===== config.mk =====
export PLATFORM = sky130hd
export DESIGN_NAME = apb_cmd_master_flat
export DESIGN_NICKNAME = d
export VERILOG_FILES = /design/src/rtl/apb_cmd_master_pkg.sv /design/src/rtl/apb_cmd_master_if.sv /design/src/rtl/apb_cmd_master.sv /design/src/flat_wrapper.sv
export SDC_FILE = /design/constraint.sdc
export NUM_CORES = 1
export LEC_CHECK = 0
export CORE_MARGIN = 4
export CORE_UTILIZATION = 40
export DETAILED_ROUTE_END_ITERATION = 10
export PLACE_DENSITY = 0.76
export SLEW_MARGIN = 15
export SYNTH_ARGS = -nofsm -noshare
export SYNTH_HDL_FRONTEND = slang
export SYNTH_SLANG_ARGS = --single-unit

===== constraint.sdc =====
create_clock -name pclk -period 1.55 [get_ports pclk]
set_clock_uncertainty 0.05 [all_clocks]
set_input_delay 0.31 -clock pclk [delete_from_list [all_inputs] [get_ports pclk]]
set_output_delay 0.31 -clock pclk [all_outputs]
set_load 0.05 [all_outputs]

===== src/rtl/apb_cmd_master_pkg.sv =====
// Shared types and constants for the APB command master: FSM states,
// bus widths and the registered-output bundle.
package apb_cmd_master_pkg;

    localparam int APB_ADDR_W             = 2;
    localparam int APB_DATA_W             = 8;
    localparam int DEFAULT_TIMEOUT_CYCLES = 16;

    typedef enum logic [1:0] {
        ST_IDLE,
        ST_SETUP,
        ST_ACCESS,
        ST_RESP
    } state_t;

    // Every block output comes straight from one of these flops.
    typedef struct packed {
        logic                  cmd_ready;
        logic                  rsp_valid;
        logic                  rsp_err;
        logic [APB_DATA_W-1:0] rsp_rdata;
        logic                  psel;
        logic                  penable;
        logic                  pwrite;
        logic [APB_ADDR_W-1:0] paddr;
        logic [APB_DATA_W-1:0] pwdata;
    } out_t;

    localparam out_t OUT_RESET = '{cmd_ready: 1'b1, default: '0};

endpackage


===== src/rtl/apb_cmd_master_if.sv =====
// Command/response, APB and interrupt signals of the APB command master.
// The master modport is the block's view; slave is the environment's view.
interface apb_cmd_master_if;
    import apb_cmd_master_pkg::*;

    logic                  cmd_valid;
    logic                  cmd_ready;
    logic                  cmd_write;
    logic [APB_ADDR_W-1:0] cmd_addr;
    logic [APB_DATA_W-1:0] cmd_wdata;
    logic                  rsp_valid;
    logic                  rsp_ready;
    logic [APB_DATA_W-1:0] rsp_rdata;
    logic                  rsp_err;
    logic                  psel;
    logic                  penable;
    logic                  pwrite;
    logic [APB_ADDR_W-1:0] paddr;
    logic [APB_DATA_W-1:0] pwdata;
    logic [APB_DATA_W-1:0] prdata;
    logic                  pready;
    logic                  intr;
    logic                  irq_ack;
    logic                  irq_pending;

    modport master (
        input  cmd_valid, cmd_write, cmd_addr, cmd_wdata, rsp_ready,
               prdata, pready, intr, irq_ack,
        output cmd_ready, rsp_valid, rsp_rdata, rsp_err,
               psel, penable, pwrite, paddr, pwdata, irq_pending
    );

    modport slave (
        output cmd_valid, cmd_write, cmd_addr, cmd_wdata, rsp_ready,
               prdata, pready, intr, irq_ack,
        input  cmd_ready, rsp_valid, rsp_rdata, rsp_err,
               psel, penable, pwrite, paddr, pwdata, irq_pending
    );

endinterface


===== src/rtl/apb_cmd_master.sv =====
// Single-command APB master: one command in, one APB transfer, one response out.
// Optional ACCESS timeout enabled by defining APB_CMD_MASTER_TIMEOUT_EN.
module apb_cmd_master
    import apb_cmd_master_pkg::*;
#(
    parameter int TIMEOUT_CYCLES = DEFAULT_TIMEOUT_CYCLES
) (
    input  logic             pclk,
    input  logic             preset,
    apb_cmd_master_if.master bus
);

    if (TIMEOUT_CYCLES < 1) begin : g_bad_timeout
        $error("apb_cmd_master: TIMEOUT_CYCLES must be at least 1");
    end

    state_t state_q, state_d;
    out_t   out_q, out_d;
    logic   timed_out;
    logic   intr_q;
    logic   irq_pending_q;

`ifdef APB_CMD_MASTER_TIMEOUT_EN
    localparam int              CNT_W    = $clog2(TIMEOUT_CYCLES + 1);
    localparam logic [CNT_W-1:0] CNT_LAST = CNT_W'(TIMEOUT_CYCLES - 1);

    logic [CNT_W-1:0] cnt_q, cnt_d;

    always_ff @(posedge pclk or posedge preset) begin
        if (preset) cnt_q <= '0;
        else        cnt_q <= cnt_d;
    end
`endif

    // NOTE: state lives in flops updated with <= so every process sees pre-edge values.
    always_ff @(posedge pclk or posedge preset) begin
        if (preset) begin
            state_q <= ST_IDLE;
            out_q   <= OUT_RESET;
        end else begin
            state_q <= state_d;
            out_q   <= out_d;
        end
    end

    // NOTE: every variable gets a default first, so no path leaves one unassigned (no latch).
    always_comb begin
        state_d   = state_q;
        out_d     = out_q;
        timed_out = 1'b0;
`ifdef APB_CMD_MASTER_TIMEOUT_EN
        cnt_d     = cnt_q;
`endif
        case (state_q)
            ST_IDLE: begin
                if (bus.cmd_valid) begin
                    state_d         = ST_SETUP;
                    out_d.cmd_ready = 1'b0;
                    out_d.psel      = 1'b1;
                    out_d.pwrite    = bus.cmd_write;
                    out_d.paddr     = bus.cmd_addr;
                    out_d.pwdata    = bus.cmd_wdata;
                end
            end
            ST_SETUP: begin
                state_d       = ST_ACCESS;
                out_d.penable = 1'b1;
`ifdef APB_CMD_MASTER_TIMEOUT_EN
                cnt_d         = '0;
`endif
            end
            ST_ACCESS: begin
`ifdef APB_CMD_MASTER_TIMEOUT_EN
                if (!bus.pready) begin
                    timed_out = (cnt_q == CNT_LAST);
                    cnt_d     = cnt_q + 1'b1;
                end
`endif
                if (bus.pready || timed_out) begin
                    state_d         = ST_RESP;
                    out_d.psel      = 1'b0;
                    out_d.penable   = 1'b0;
                    out_d.pwrite    = 1'b0;
                    out_d.paddr     = '0;
                    out_d.pwdata    = '0;
                    out_d.rsp_valid = 1'b1;
                    out_d.rsp_err   = timed_out;
                    // Writes and aborted transfers report zero data.
                    out_d.rsp_rdata = (bus.pready && !out_q.pwrite) ? bus.prdata : '0;
                end
            end
            ST_RESP: begin
                if (bus.rsp_ready) begin
                    state_d         = ST_IDLE;
                    out_d.rsp_valid = 1'b0;
                    out_d.cmd_ready = 1'b1;
                end
            end
            default: begin
                state_d = ST_IDLE;
                out_d   = OUT_RESET;
            end
        endcase
    end

    // A rising edge of intr sets the flag even if irq_ack arrives in the same cycle.
    always_ff @(posedge pclk or posedge preset) begin
        if (preset) begin
            intr_q        <= 1'b0;
            irq_pending_q <= 1'b0;
        end else begin
            intr_q <= bus.intr;
            if (bus.intr && !intr_q)  irq_pending_q <= 1'b1;
            else if (bus.irq_ack)     irq_pending_q <= 1'b0;
        end
    end

    assign bus.cmd_ready   = out_q.cmd_ready;
    assign bus.rsp_valid   = out_q.rsp_valid;
    assign bus.rsp_err     = out_q.rsp_err;
    assign bus.rsp_rdata   = out_q.rsp_rdata;
    assign bus.psel        = out_q.psel;
    assign bus.penable     = out_q.penable;
    assign bus.pwrite      = out_q.pwrite;
    assign bus.paddr       = out_q.paddr;
    assign bus.pwdata      = out_q.pwdata;
    assign bus.irq_pending = irq_pending_q;

endmodule


===== src/flat_wrapper.sv =====
// flat-port wrapper written by rule: the top's interface ports become plain ports
module apb_cmd_master_flat import apb_cmd_master_pkg::*;
#(
    parameter int TIMEOUT_CYCLES = DEFAULT_TIMEOUT_CYCLES
)
  (pclk, preset, bus_cmd_valid, bus_cmd_write, bus_cmd_addr, bus_cmd_wdata, bus_rsp_ready, bus_prdata, bus_pready, bus_intr, bus_irq_ack, bus_cmd_ready, bus_rsp_valid, bus_rsp_rdata, bus_rsp_err, bus_psel, bus_penable, bus_pwrite, bus_paddr, bus_pwdata, bus_irq_pending);
  apb_cmd_master_if bus_i ();
  input  logic pclk;
  input  logic preset;
  input wire logic [$bits(bus_i.cmd_valid)-1:0] bus_cmd_valid;
  input wire logic [$bits(bus_i.cmd_write)-1:0] bus_cmd_write;
  input wire logic [$bits(bus_i.cmd_addr)-1:0] bus_cmd_addr;
  input wire logic [$bits(bus_i.cmd_wdata)-1:0] bus_cmd_wdata;
  input wire logic [$bits(bus_i.rsp_ready)-1:0] bus_rsp_ready;
  input wire logic [$bits(bus_i.prdata)-1:0] bus_prdata;
  input wire logic [$bits(bus_i.pready)-1:0] bus_pready;
  input wire logic [$bits(bus_i.intr)-1:0] bus_intr;
  input wire logic [$bits(bus_i.irq_ack)-1:0] bus_irq_ack;
  output wire logic [$bits(bus_i.cmd_ready)-1:0] bus_cmd_ready;
  output wire logic [$bits(bus_i.rsp_valid)-1:0] bus_rsp_valid;
  output wire logic [$bits(bus_i.rsp_rdata)-1:0] bus_rsp_rdata;
  output wire logic [$bits(bus_i.rsp_err)-1:0] bus_rsp_err;
  output wire logic [$bits(bus_i.psel)-1:0] bus_psel;
  output wire logic [$bits(bus_i.penable)-1:0] bus_penable;
  output wire logic [$bits(bus_i.pwrite)-1:0] bus_pwrite;
  output wire logic [$bits(bus_i.paddr)-1:0] bus_paddr;
  output wire logic [$bits(bus_i.pwdata)-1:0] bus_pwdata;
  output wire logic [$bits(bus_i.irq_pending)-1:0] bus_irq_pending;
  assign bus_i.cmd_valid = bus_cmd_valid;
  assign bus_i.cmd_write = bus_cmd_write;
  assign bus_i.cmd_addr = bus_cmd_addr;
  assign bus_i.cmd_wdata = bus_cmd_wdata;
  assign bus_i.rsp_ready = bus_rsp_ready;
  assign bus_i.prdata = bus_prdata;
  assign bus_i.pready = bus_pready;
  assign bus_i.intr = bus_intr;
  assign bus_i.irq_ack = bus_irq_ack;
  assign bus_cmd_ready = bus_i.cmd_ready;
  assign bus_rsp_valid = bus_i.rsp_valid;
  assign bus_rsp_rdata = bus_i.rsp_rdata;
  assign bus_rsp_err = bus_i.rsp_err;
  assign bus_psel = bus_i.psel;
  assign bus_penable = bus_i.penable;
  assign bus_pwrite = bus_i.pwrite;
  assign bus_paddr = bus_i.paddr;
  assign bus_pwdata = bus_i.pwdata;
  assign bus_irq_pending = bus_i.irq_pending;
  apb_cmd_master #(.TIMEOUT_CYCLES(TIMEOUT_CYCLES)) u_core (.pclk(pclk), .preset(preset), .bus(bus_i));
endmodule

==> impl_metrics.json <==
{
  "via_per_inst": 4.86,
  "timing.final.setup_violations": 0,
  "half_perimeter_wire_length_after_detailed_placement_microns": 2770,
  "numCtsBuffers": 3,
  "vias": 1138,
  "design.portCount": 51,
  "rsz0062_at_grt": "yes",
  "worstRegToRegCells": 5,
  "drt_iter0_markers": 26,
  "cap_viol_max_count": 0,
  "port_bufs": 49,
  "final.period_utilization_pct": 99.5,
  "fp.dieArea_sq_um": 4590,
  "grt_pass1_wl_microns": 5900,
  "ys_types": 26,
  "critical_path.max_fanout": 4,
  "fin_tns_setup_ns": 0,
  "post-route-min-period_ns": 1.54,
  "clk_transition_reported_paths_ns": 0.15,
  "cts_htree_levels": 1,
  "final_hold_viol_count": 0,
  "ctsRootBufferMaster": "sky130_fd_sc_hd__clkbuf_4",
  "yosys_warnings": 0,
  "detailedRoute.firstPassIterationCount": 4,
  "synth_nets": 155,
  "grt-ovfl-total": 0,
  "grt_start_max_net_pins": 19,
  "wl_met3_microns": 215,
  "grt_usage_pct": 17.1,
  "layout.cell_area.non_filler_sq_um": 2470,
  "cp-end-kind": "flop",
  "sequential_standard_cell_area_sq_um": 678,
  "placed_cell_area_sq_um": 2310,
  "route.final.wire_length_microns": 3580,
  "cts_tree": "built",
  "cts_max_path_buffers": 2,
  "ir_drop_mv": 1.40,
  "antenna_found_initial": 0,
  "insertedDiodeCount": 0,
  "powerDensity_nw_per_um2": 2430,
  "synth.avg_cell_area_sq_um": 11.5,
  "timing_worst_setup_path_type": "reg -> reg",
  "synth_seq_area_share_pct": 47.4,
  "top_signal_layer_used": "met4",
  "synthCells": 124,
  "startpoint_type": "flop",
  "slew_viol_final": 0,
  "post_synth_instance_area_sq_um": 1430,
  "post_route_cells_drive_above_1_share_pct": 44.1,
  "dp_cells": 224,
  "fmaxAchievable_mhz": 648,
  "mostFrequentLayoutCells": "sky130_fd_sc_hd__buf_12 (26), sky130_fd_sc_hd__clkdlybuf4s50_1 (25), sky130_fd_sc_hd__dfrtp_1 (25)",
  "drt-wirelength-per-cell_microns": 15.3,
  "most_frequent_standard_cell_in_the_layout_excluding_fill_and_tap_cells": "sky130_fd_sc_hd__buf_12",
  "worstHoldPathType": "in -> async",
  "routabilityCongestion": 0.799,
  "yosys_register_bits": 27,
  "worst-endpoint-required_ns": 1.72,
  "area_delta_synth_final_pct": 73.4,
  "instances_no_fill": 234,
  "cts.sinks": 27,
  "initial_core_util_pct": 42.1,
  "count_of_fill_cells_added_during_filler_insertion": 216,
  "grt_pass1_vias": 1250,
  "die-height_microns": 67.7,
  "multi_input_comb_area_sq_um": 712,
  "timing.critical_path.arrival_ns": 1.71,
  "leak_pwr_nw": 1.12,
  "m1WireLength_microns": 1400,
  "drc": 0,
  "core.rowCount": 21,
  "die_x_microns": 67.7,
  "ant_nets": 0,
  "status": "finished clean",
  "met2_length_microns": 1940,
  "layout.nets": 220,
  "clkLatencyLatePin_ns": 0.32,
  "core_region_area_sq_um": 3390,
  "cts.hold.buffers_added": 0
}
## layer usage
metal / GRT usage, % / vias to the layer above
li1: - / 554
met1: 19.3 / 549
met2: 32.1 / 33
met3: 3.16 / 2
met4: 5.57 / 0
met5: 0 / -
## stage by stage
stage | hold slack (ns) | util, % | setup slack [ns] | power, mW
2_1_floorplan | 0.291 | - | -0.00227 | 3.55
3_3_place_gp | 0.373 | 68.1 | -0.100 | 5.25
3_5_place_dp | 0.378 | 68.1 | -0.157 | 5.38
4_1_cts | 0.173 | 73.1 | -0.00558 | 6.11
5_1_grt | 0.190 | 73.0 | -0.0518 | 6.36
6_report | 0.181 | 73.0 | 0.00747 | 6.02
## area by class of cell
class / count / share of cell area [%]
flip-flops and latches: 27 / 27.4
clock buffers: 3 / 0.910
inverters: 18 / 2.93
clock inverters: 1 / 0.303
well taps: 46 / 2.33
multi-input cells: 70 / 28.8
repair buffers: 69 / 37.4
## critical path, stage by stage (launching register included)
cell,delay [ns]
sky130_fd_sc_hd__dfrtp_1,0.45
sky130_fd_sc_hd__inv_4,0.08
sky130_fd_sc_hd__ha_4,0.16
sky130_fd_sc_hd__nor2b_4,0.14
sky130_fd_sc_hd__a221oi_4,0.24
sky130_fd_sc_hd__mux2_4,0.33
## flip-flops by register name, indices dropped and copies added, names as in the netlist, 2 cells and up
register / count
u_core.bus.paddr: 2
u_core.state_q: 2
u_core.bus.pwdata: 8
u_core.bus.rsp_rdata: 8
## worst paths after layout
path | slack [ns] | from | end
worst max register to register | 0.007 | u_core.state_q[0]$_DFFE_PP0P_ | u_core.state_q[1]$_DFFE_PP0P_
worst min-delay path | 0.18 | preset | u_core.bus.rsp_rdata[3]$_DFFE_PP0P_
worst min register to register | 0.40 | u_core.intr_q$_DFF_PP0_ | u_core.bus.irq_pending$_DFFE_PP0P_
max in group asynchronous | 0.81 | preset | u_core.bus.cmd_ready$_DFFE_PP1P_
min in group pclk | 0.40 | u_core.intr_q$_DFF_PP0_ | u_core.bus.irq_pending$_DFFE_PP0P_
worst max-delay path | 0.007 | u_core.state_q[0]$_DFFE_PP0P_ | u_core.state_q[1]$_DFFE_PP0P_
## where the power goes
group	internal (mW)	switching, mW	total, mW
sequential	1.04	0.425	1.46
combinational	2.13	2.12	4.25
clock	0.0984	0.209	0.307
total	3.26	2.76	6.02
## cells in the mapped netlist
cell / n / area (sq um)
sky130_fd_sc_hd__a21o_1: 1 / 7.51
sky130_fd_sc_hd__a21oi_1: 2 / 10.0
sky130_fd_sc_hd__a221oi_2: 1 / 15.0
sky130_fd_sc_hd__buf_2: 2 / 10.0
sky130_fd_sc_hd__buf_4: 1 / 7.51
sky130_fd_sc_hd__buf_6: 5 / 56.3
sky130_fd_sc_hd__clkbuf_8: 1 / 13.8
sky130_fd_sc_hd__conb_1: 1 / 3.75
sky130_fd_sc_hd__dfrtp_1: 26 / 651
sky130_fd_sc_hd__dfstp_2: 1 / 26.3
sky130_fd_sc_hd__ha_1: 5 / 62.6
sky130_fd_sc_hd__inv_1: 18 / 67.6
sky130_fd_sc_hd__mux2_1: 1 / 11.3
sky130_fd_sc_hd__mux2i_1: 3 / 30.0
sky130_fd_sc_hd__mux2i_2: 1 / 13.8
sky130_fd_sc_hd__nand2_1: 10 / 37.5
sky130_fd_sc_hd__nand2b_1: 8 / 50.1
sky130_fd_sc_hd__nor2b_4: 1 / 13.8
sky130_fd_sc_hd__o21ai_0: 7 / 35.0
sky130_fd_sc_hd__o21ai_1: 2 / 10.0
sky130_fd_sc_hd__o21ai_2: 13 / 114
sky130_fd_sc_hd__o22ai_1: 1 / 6.26
sky130_fd_sc_hd__o2bb2ai_1: 1 / 8.76
sky130_fd_sc_hd__o32a_1: 1 / 10.0
sky130_fd_sc_hd__o41ai_1: 3 / 26.3
sky130_fd_sc_hd__o41ai_2: 8 / 130
## timing repair
| action | 4_1_cts | 5_1_grt |
|---|---|---|
| setup buffers | 8 | 0 |
| gates cloned | 1 | 0 |
| resized for setup | 13 | 9 |
| pin swaps | 2 | 1 |
| setup endpoints to repair | 14 | 14 |
## cells by family (layout without fill, tap and decap cells)
| group | count (synthesis) | count (layout) | synth area share (%) |
|---|---|---|---|
| adders and majority gates | 5 | 5 | 4.38 |
| other | 1 | 1 | 0.263 |
| buffers and inverters | 27 | 91 | 10.9 |
| muxes | 5 | 5 | 3.86 |
| and+or+nand+nor | 19 | 19 | 7.10 |
| AOI/OAI and AO/OA | 40 | 40 | 26.1 |
| DFF | 27 | 27 | 47.4 |
(Power assumes the default switching activity.)
